[config.mk]
export PLATFORM = sky130hd
export DESIGN_NAME = lcd_frame_driver
export DESIGN_NICKNAME = d
export VERILOG_FILES = /design/src/rtl/lcd_pkg.sv /design/src/rtl/lcd_frame_driver_nibble_tx.sv /design/src/rtl/lcd_frame_driver.sv
export SDC_FILE = /design/constraint.sdc
export NUM_CORES = 1
export LEC_CHECK = 0
export ABC_AREA = 1
export ABC_CLOCK_PERIOD_IN_PS = 1900
export BUFFER_PORTS_ARGS = -buffer_cell sky130_fd_sc_hd__clkbuf_2
export CAP_MARGIN = 0
export CORE_MARGIN = 5
export CORE_UTILIZATION = 35
export CTS_CLUSTER_DIAMETER = 80
export CTS_CLUSTER_SIZE = 12
export DETAILED_ROUTE_END_ITERATION = 7
export PLACE_DENSITY = 0.49
export RECOVER_POWER = 100
export SETUP_SLACK_MARGIN = 0.4
export SLEW_MARGIN = 5
export SYNTH_ARGS = -nofsm -noshare
export SYNTH_HDL_FRONTEND = slang
export SYNTH_HIERARCHICAL = 1
export SYNTH_SLANG_ARGS = --single-unit
[constraint.sdc]
create_clock -name clk -period 1.9 [get_ports clk]
set_input_delay 0.19 -clock clk [delete_from_list [all_inputs] [get_ports clk]]
set_output_delay 0.19 -clock clk [all_outputs]
set_load 0.05 [all_outputs]
[src/rtl/lcd_pkg.sv]
// HD44780 command bytes, microsecond delays and sequencer state codes shared by the LCD frame driver.
package lcd_pkg;

    localparam logic [7:0] FUNC_4BIT_2L = 8'h28;
    localparam logic [7:0] DISP_ON      = 8'h0C;
    localparam logic [7:0] CLEAR        = 8'h01;
    localparam logic [7:0] RET_HOME     = 8'h02;
    localparam logic [7:0] ENTRY_INC    = 8'h06;
    localparam logic [7:0] DDRAM_L1     = 8'h80;
    localparam logic [7:0] DDRAM_L2     = 8'hC0;

    localparam int PWRUP_US  = 15000;
    localparam int INIT3A_US = 4100;
    localparam int INIT_US   = 100;
    localparam int NIB_HI_US = 1;
    localparam int CMD_US    = 40;
    localparam int CLR_US    = 1640;

    localparam logic [3:0] ST_PWRUP  = 4'd0;
    localparam logic [3:0] ST_INIT3A = 4'd1;
    localparam logic [3:0] ST_INIT3B = 4'd2;
    localparam logic [3:0] ST_INIT3C = 4'd3;
    localparam logic [3:0] ST_INIT2  = 4'd4;
    localparam logic [3:0] ST_CFG    = 4'd5;
    localparam logic [3:0] ST_ADDR1  = 4'd6;
    localparam logic [3:0] ST_LINE1  = 4'd7;
    localparam logic [3:0] ST_ADDR2  = 4'd8;
    localparam logic [3:0] ST_LINE2  = 4'd9;
    localparam logic [3:0] ST_GAP    = 4'd10;

    function automatic logic [7:0] cfg_cmd(input logic [1:0] i);
        case (i)
            2'd0:    return FUNC_4BIT_2L;
            2'd1:    return DISP_ON;
            2'd2:    return CLEAR;
            default: return ENTRY_INC;
        endcase
    endfunction

endpackage

[src/rtl/lcd_frame_driver_nibble_tx.sv]
// One 4-bit LCD bus transfer: setup, E pulse, hold, then a caller-chosen post-delay before done.
// Latency: 3*E_PULSE_CLKS + post_clks + 1 cycles from start; start is ignored while busy.
module lcd_nibble_tx #(
    parameter int E_PULSE_CLKS = 25,
    parameter int DW           = 20
) (
    input  logic          clk,
    input  logic          rst_n,
    input  logic          start,
    input  logic          rs,
    input  logic [3:0]    nib,
    input  logic [DW-1:0] post_clks,
    output logic          busy,
    output logic          done,
    output logic          lcd_rs,
    output logic          lcd_e,
    output logic [3:0]    lcd_d
);

    localparam logic [2:0] PH_IDLE  = 3'd0;
    localparam logic [2:0] PH_SETUP = 3'd1;
    localparam logic [2:0] PH_HIGH  = 3'd2;
    localparam logic [2:0] PH_HOLD  = 3'd3;
    localparam logic [2:0] PH_POST  = 3'd4;

    localparam logic [DW-1:0] EP_LAST = DW'(E_PULSE_CLKS - 1);

    logic [2:0]    phase;
    logic [DW-1:0] cnt;
    logic [DW-1:0] post_r;

    always_ff @(posedge clk) begin
        if (!rst_n) begin
            phase  <= PH_IDLE;
            cnt    <= '0;
            post_r <= '0;
            busy   <= 1'b0;
            done   <= 1'b0;
            lcd_rs <= 1'b0;
            lcd_e  <= 1'b0;
            lcd_d  <= 4'h0;
        end else begin
            done <= 1'b0;
            case (phase)
                PH_IDLE: begin
                    // rs/d are latched here and stay put until the next start
                    if (start) begin
                        lcd_rs <= rs;
                        lcd_d  <= nib;
                        post_r <= post_clks;
                        cnt    <= '0;
                        busy   <= 1'b1;
                        phase  <= PH_SETUP;
                    end
                end
                PH_SETUP: begin
                    if (cnt == EP_LAST) begin
                        cnt   <= '0;
                        lcd_e <= 1'b1;
                        phase <= PH_HIGH;
                    end else begin
                        cnt <= cnt + 1'b1;
                    end
                end
                PH_HIGH: begin
                    if (cnt == EP_LAST) begin
                        cnt   <= '0;
                        lcd_e <= 1'b0;
                        phase <= PH_HOLD;
                    end else begin
                        cnt <= cnt + 1'b1;
                    end
                end
                PH_HOLD: begin
                    if (cnt == EP_LAST) begin
                        cnt   <= '0;
                        phase <= PH_POST;
                    end else begin
                        cnt <= cnt + 1'b1;
                    end
                end
                PH_POST: begin
                    if (cnt == post_r - 1'b1) begin
                        cnt   <= '0;
                        busy  <= 1'b0;
                        done  <= 1'b1;
                        phase <= PH_IDLE;
                    end else begin
                        cnt <= cnt + 1'b1;
                    end
                end
                default: phase <= PH_IDLE;
            endcase
        end
    end

endmodule

[src/rtl/lcd_frame_driver.sv]
// 32-byte frame buffer mirrored to a 16x2 HD44780 LCD over the 4-bit bus after power-up init.
// Writes land the next edge and never stall; the LCD side is paced purely by fixed delays.
module lcd_frame_driver
    import lcd_pkg::*;
#(
    parameter int CLKS_PER_US  = 50,
    parameter int E_PULSE_CLKS = 25,
    parameter int REFRESH_US   = 10000
) (
    input  logic       clk,
    input  logic       rst_n,
    input  logic [7:0] wr_dat,
    input  logic [4:0] wr_addr,
    input  logic       wr_en,
    output logic       lcd_rs,
    output logic       lcd_rw,
    output logic       lcd_e,
    output logic [3:0] lcd_d,
    output logic       init_done,
    output logic       frame_done
);

    localparam int MAX_US = (PWRUP_US > REFRESH_US) ? PWRUP_US : REFRESH_US;
    localparam int DW     = $clog2(MAX_US * CLKS_PER_US + 1);

    localparam logic [DW-1:0] D_PWRUP_LAST = DW'(PWRUP_US * CLKS_PER_US - 1);
    localparam logic [DW-1:0] D_GAP_LAST   = DW'(REFRESH_US * CLKS_PER_US - 1);
    localparam logic [DW-1:0] D_INIT3A     = DW'(INIT3A_US * CLKS_PER_US);
    localparam logic [DW-1:0] D_INIT       = DW'(INIT_US * CLKS_PER_US);
    localparam logic [DW-1:0] D_NIB_HI     = DW'(NIB_HI_US * CLKS_PER_US);
    localparam logic [DW-1:0] D_CMD        = DW'(CMD_US * CLKS_PER_US);
    localparam logic [DW-1:0] D_CLR        = DW'(CLR_US * CLKS_PER_US);

    logic [7:0]    fbuf [0:31];
    logic [3:0]    state;
    logic [4:0]    idx;
    logic          half;
    logic          inflight;
    logic [7:0]    cur_byte;
    logic [DW-1:0] wcnt;

    logic          nib_state;
    logic          byte_state;
    logic [7:0]    next_byte;
    logic [3:0]    init_nib;
    logic [DW-1:0] init_post;
    logic          tx_start;
    logic          tx_rs;
    logic [3:0]    tx_nib;
    logic [DW-1:0] tx_post;
    logic          tx_busy;
    logic          tx_done;

    assign lcd_rw = 1'b0;

    always_ff @(posedge clk) begin
        if (!rst_n) begin
            for (int i = 0; i < 32; i++) fbuf[i] <= 8'h20;
        end else if (wr_en) begin
            fbuf[wr_addr] <= wr_dat;
        end
    end

    always_comb begin
        nib_state  = 1'b0;
        byte_state = 1'b0;
        init_nib   = 4'h3;
        init_post  = D_INIT;
        next_byte  = 8'h00;
        tx_rs      = 1'b0;
        case (state)
            ST_INIT3A: begin
                nib_state = 1'b1;
                init_post = D_INIT3A;
            end
            ST_INIT3B, ST_INIT3C: nib_state = 1'b1;
            ST_INIT2: begin
                nib_state = 1'b1;
                init_nib  = 4'h2;
            end
            ST_CFG: begin
                byte_state = 1'b1;
                next_byte  = cfg_cmd(idx[1:0]);
            end
            ST_ADDR1: begin
                byte_state = 1'b1;
                next_byte  = DDRAM_L1;
            end
            ST_ADDR2: begin
                byte_state = 1'b1;
                next_byte  = DDRAM_L2;
            end
            ST_LINE1, ST_LINE2: begin
                byte_state = 1'b1;
                next_byte  = fbuf[idx];
                tx_rs      = 1'b1;
            end
            default: ;
        endcase

        tx_start = (nib_state || byte_state) && !tx_busy && !inflight;
        if (nib_state) begin
            tx_nib  = init_nib;
            tx_post = init_post;
        end else if (!half) begin
            tx_nib  = next_byte[7:4];
            tx_post = D_NIB_HI;
        end else begin
            tx_nib  = cur_byte[3:0];
            tx_post = (!tx_rs && (cur_byte == CLEAR || cur_byte == RET_HOME)) ? D_CLR : D_CMD;
        end
    end

    always_ff @(posedge clk) begin
        if (!rst_n) begin
            state      <= ST_PWRUP;
            idx        <= '0;
            half       <= 1'b0;
            inflight   <= 1'b0;
            cur_byte   <= 8'h00;
            wcnt       <= '0;
            init_done  <= 1'b0;
            frame_done <= 1'b0;
        end else begin
            frame_done <= 1'b0;
            // buffer byte is captured at the high-nibble start; later writes wait a frame
            if (tx_start) begin
                inflight <= 1'b1;
                if (byte_state && !half) cur_byte <= next_byte;
            end
            case (state)
                ST_PWRUP: begin
                    if (wcnt == D_PWRUP_LAST) begin
                        wcnt  <= '0;
                        state <= ST_INIT3A;
                    end else begin
                        wcnt <= wcnt + 1'b1;
                    end
                end
                ST_GAP: begin
                    if (wcnt == D_GAP_LAST) begin
                        wcnt  <= '0;
                        state <= ST_ADDR1;
                    end else begin
                        wcnt <= wcnt + 1'b1;
                    end
                end
                default: begin
                    if (tx_done) begin
                        inflight <= 1'b0;
                        if (byte_state && !half) begin
                            half <= 1'b1;
                        end else begin
                            half <= 1'b0;
                            case (state)
                                ST_INIT3A: state <= ST_INIT3B;
                                ST_INIT3B: state <= ST_INIT3C;
                                ST_INIT3C: state <= ST_INIT2;
                                ST_INIT2: begin
                                    idx   <= '0;
                                    state <= ST_CFG;
                                end
                                ST_CFG: begin
                                    if (idx == 5'd3) begin
                                        init_done <= 1'b1;
                                        state     <= ST_ADDR1;
                                    end else begin
                                        idx <= idx + 1'b1;
                                    end
                                end
                                ST_ADDR1: begin
                                    idx   <= '0;
                                    state <= ST_LINE1;
                                end
                                ST_LINE1: begin
                                    idx <= idx + 1'b1;
                                    if (idx == 5'd15) state <= ST_ADDR2;
                                end
                                ST_ADDR2: state <= ST_LINE2;
                                ST_LINE2: begin
                                    if (idx == 5'd31) begin
                                        frame_done <= 1'b1;
                                        state      <= ST_GAP;
                                    end else begin
                                        idx <= idx + 1'b1;
                                    end
                                end
                                default: state <= ST_PWRUP;
                            endcase
                        end
                    end
                end
            endcase
        end
    end

    lcd_nibble_tx #(
        .E_PULSE_CLKS (E_PULSE_CLKS),
        .DW           (DW)
    ) u_tx (
        .clk       (clk),
        .rst_n     (rst_n),
        .start     (tx_start),
        .rs        (tx_rs),
        .nib       (tx_nib),
        .post_clks (tx_post),
        .busy      (tx_busy),
        .done      (tx_done),
        .lcd_rs    (lcd_rs),
        .lcd_e     (lcd_e),
        .lcd_d     (lcd_d)
    );

endmodule

==> flow_metrics.tcl <==
set metrics [dict create \
    antenna_found_initial 0 \
    synth_area_leader_cell "edfxtp_1" \
    relSlewSlack_pct 44.93 \
    synth-xor-area-share_pct 1.751 \
    cp_data_required_time_ns 2.34 \
    syn_area_um2 18010 \
    fin_setup_tns_ns -2.619 \
    grt_max_degree 51 \
    path_class "reg2reg" \
    hold_path.class "in2reg" \
    startpoint "u_tx/post_r[0]$_SDFFE_PN0P_" \
    synthFlopType "edfxtp_1" \
    hold_viol_final 0 \
    cap_violations 0 \
    worst-slew-pin-transition_ns 0.8260 \
    total_power_mw 27.46 \
    violations "negative setup slack" \
    grt_pass1_wl_mm 87.62 \
    vias 15980 \
    initial_core_util_pct 35.24 \
    drv_slew 0 \
    drc_errors 0 \
    crit_path_start_kind "register" \
    setup_viol 27 \
    synth_compound_area_share_pct 3.127 \
    status "finished with violations" \
    finalCriticalPeriod_ns 2.019 \
    rsz0062_at_grt "true" \
    max_clock_freq_ghz 0.4954 \
    core_um2 51090 \
    ant_nets 0 \
    drive_gt1_share_pct 32.03 \
    min-delay-start "wr_dat[2]" \
    synth_top_area_share_pct 42.69 \
    syn_area_per_cell_um2 8.017 \
    grt_use_total_pct 19.45 \
    chipHeight_um 236.8 \
    r2r-start "u_tx/post_r[0]$_SDFFE_PN0P_" \
    timing.final.crit_share_pct 106.2 \
    nets 2531 \
    fill_cells 4784 \
    cp.arrival_ns 2.45 \
    synth_most_common_cell "nand2_1" \
    drt-initial-drc-count 1121 \
    ys_seq_elements 353 \
    synth_edf_count 256 \
    ys_seq_area_share_pct 53.48 \
    cts_buffers 35 \
    die_w_um 236.8 \
    cts-root-buf "clkbuf_16" \
    skew_ns 0.01978 \
    synth_common_cells "649 x nand2_1, 363 x nor2_1, 290 x nand3_1" \
    endpoint_kind "register" \
    vdd_drop_max_mv 0.7535 \
    synthMuxAreaShare_pct 0 \
    ys_async_sr_fraction_pct 0 \
    clk_pin_slew_ns 0.06 \
    dp_slack_ns -0.1105 \
    whs_ns 0.1827 \
    synth.area.top_cells "edfxtp_1 43%, nand2_1 14%, dfxtp_1 11%" \
    diodes 0 \
    yosysUniqueCellTypes 47 \
    fin_ws_ns -0.1186 \
    grt_overflow 0 \
    hpwl_mm 35.14 \
    firstDrtPassIters 7 \
    power.leakage_nw 10.37 \
    cts_tree "built" \
    grt_pass1_vias 15580 \
    core.rowCount 83 \
    wl_per_cell_um 17.83 \
    powerDensity_nw_per_um2 1104 \
    htreeDepth 2 \
    final_area_um2 24870 \
    synth_top_family_by_area "simple AND/OR/NAND/NOR gates" \
    area_delta_synth_final_pct 38.11 \
    portBuffers 23 \
    cts_hold_buffers 0 \
    place_congestion 0.9057 \
    clock_latency_ns 0.55 \
    syn_inst 2246 \
    reg2reg_slack_ns -0.12 \
    path_max_fanout 6 \
    die_area_um2 56080 \
    clock-sinks 353 \
    ys_warn_count 6 \
    routed_wl_mm 56.99 \
    synthAdderAreaFrac_pct 0.7644 \
    dpl-instance-area_um2 20590 \
    via_per_inst 5.001 \
    synthSimpleGateAreaFrac_pct 33.94 \
    cts_max_path_buffers 3 \
    num_io_pins 25 \
]
## state kept, by name, summed over array words and instances (netlist names), 3 cells and up, named ones only
register / count
cur_byte: 8
fbuf: 256
idx: 5
state: 4
u_tx/cnt: 20
u_tx/lcd_d: 4
u_tx/phase: 3
u_tx/post_r: 20
wcnt: 20
## cell families (layout without fill, tap and decap cells)
| group | count (synthesis) | count (layout) |
|---|---|---|
| adder cells (fa/ha/maj) | 11 | 11 |
| AND/OR/NAND/NOR | 1424 | 1425 |
| buffers and inverters | 314 | 577 |
| flip-flops | 353 | 353 |
| XOR/XNOR | 36 | 36 |
| AO/OA/AOI/OAI | 107 | 107 |
| other | 1 | 7 |
## metal layers
metal | vias to the layer above | part of all wire [%] | global-route usage (%)
met3 | 66 | 5.1 | 2.341
met2 | 395 | 47 | 30.77
met5 | - | 0 | 0
met1 | 7705 | 46 | 28.56
met4 | 0 | 2.0 | 4.810
li1 | 7817 | - | -
## worst paths after layout
kind                                                 end  depth (start not counted)
worst max-delay path            u_tx/cnt[7]$_SDFFE_PN0P_                         15
worst min register to register  u_tx/lcd_rs$_SDFFE_PN0P_                          2
worst max register to register  u_tx/cnt[7]$_SDFFE_PN0P_                         15
worst min-delay path            fbuf[7][2]$_SDFFCE_PN0P_                          4
## power breakdown
| part | internal [mW] | total [mW] | switching, mW | leakage, nW |
|---|---|---|---|---|
| Clock | 3.62 | 6.60 | 2.98 | 0.487 |
| Sequential | 8.92 | 9.45 | 0.527 | 3.25 |
| Combinational | 5.10 | 11.4 | 6.31 | 6.63 |
## stage by stage
stage	instances	util, %
2_1_floorplan	2252	-
3_3_place_gp	3042	40.31
3_5_place_dp	3042	40.31
4_1_cts	3161	46.26
5_1_grt	3196	48.67
6_report	3196	48.67
## cell usage in the layout, fill, tap and decap left out, types with 37 or more instances in the layout
master	instances
edfxtp_1	256
nand2_2	87
nand3_1	142
nand2_1	546
buf_12	43
nor2_1	334
dfxtp_1	70
buf_6	37
inv_1	175
clkbuf_16	39
nand3_2	132
buf_4	202
## area by class of cell
class | count | area (µm²) | area share [%]
sequential | 353 | 9691 | 38.97
multi-input combinational | 1586 | 9066 | 36.46
timing repair buffer | 327 | 3462 | 13.92
clock buffer | 46 | 948.4 | 3.814
tap | 680 | 850.8 | 3.421
inverter | 201 | 795.8 | 3.200
clock inverter | 3 | 55.05 | 0.2214
## timing repair
item	4_1_cts	5_1_grt
endpoints found under the setup margin	95	111
buffers inserted	55	32
hold endpoints to repair	0	0
resized for setup	298	218
gates cloned	15	3
pin swaps	142	118
## worst max-delay path, stage by stage, from the launching register on
cell	delay, ns
dfxtp_2	0.33
inv_4	0.08
ha_4	0.17
nand2_8	0.09
nor2_8	0.11
nand3_1	0.09
nand2_1	0.10
buf_4	0.11
nand4_1	0.10
nor2_1	0.14
nand3_2	0.16
clkbuf_16	0.22
nand3_2	0.06
nand3_2	0.05
nand2_1	0.05
inv_1	0.05
Note: power is estimated with default switching activity, not from simulation.
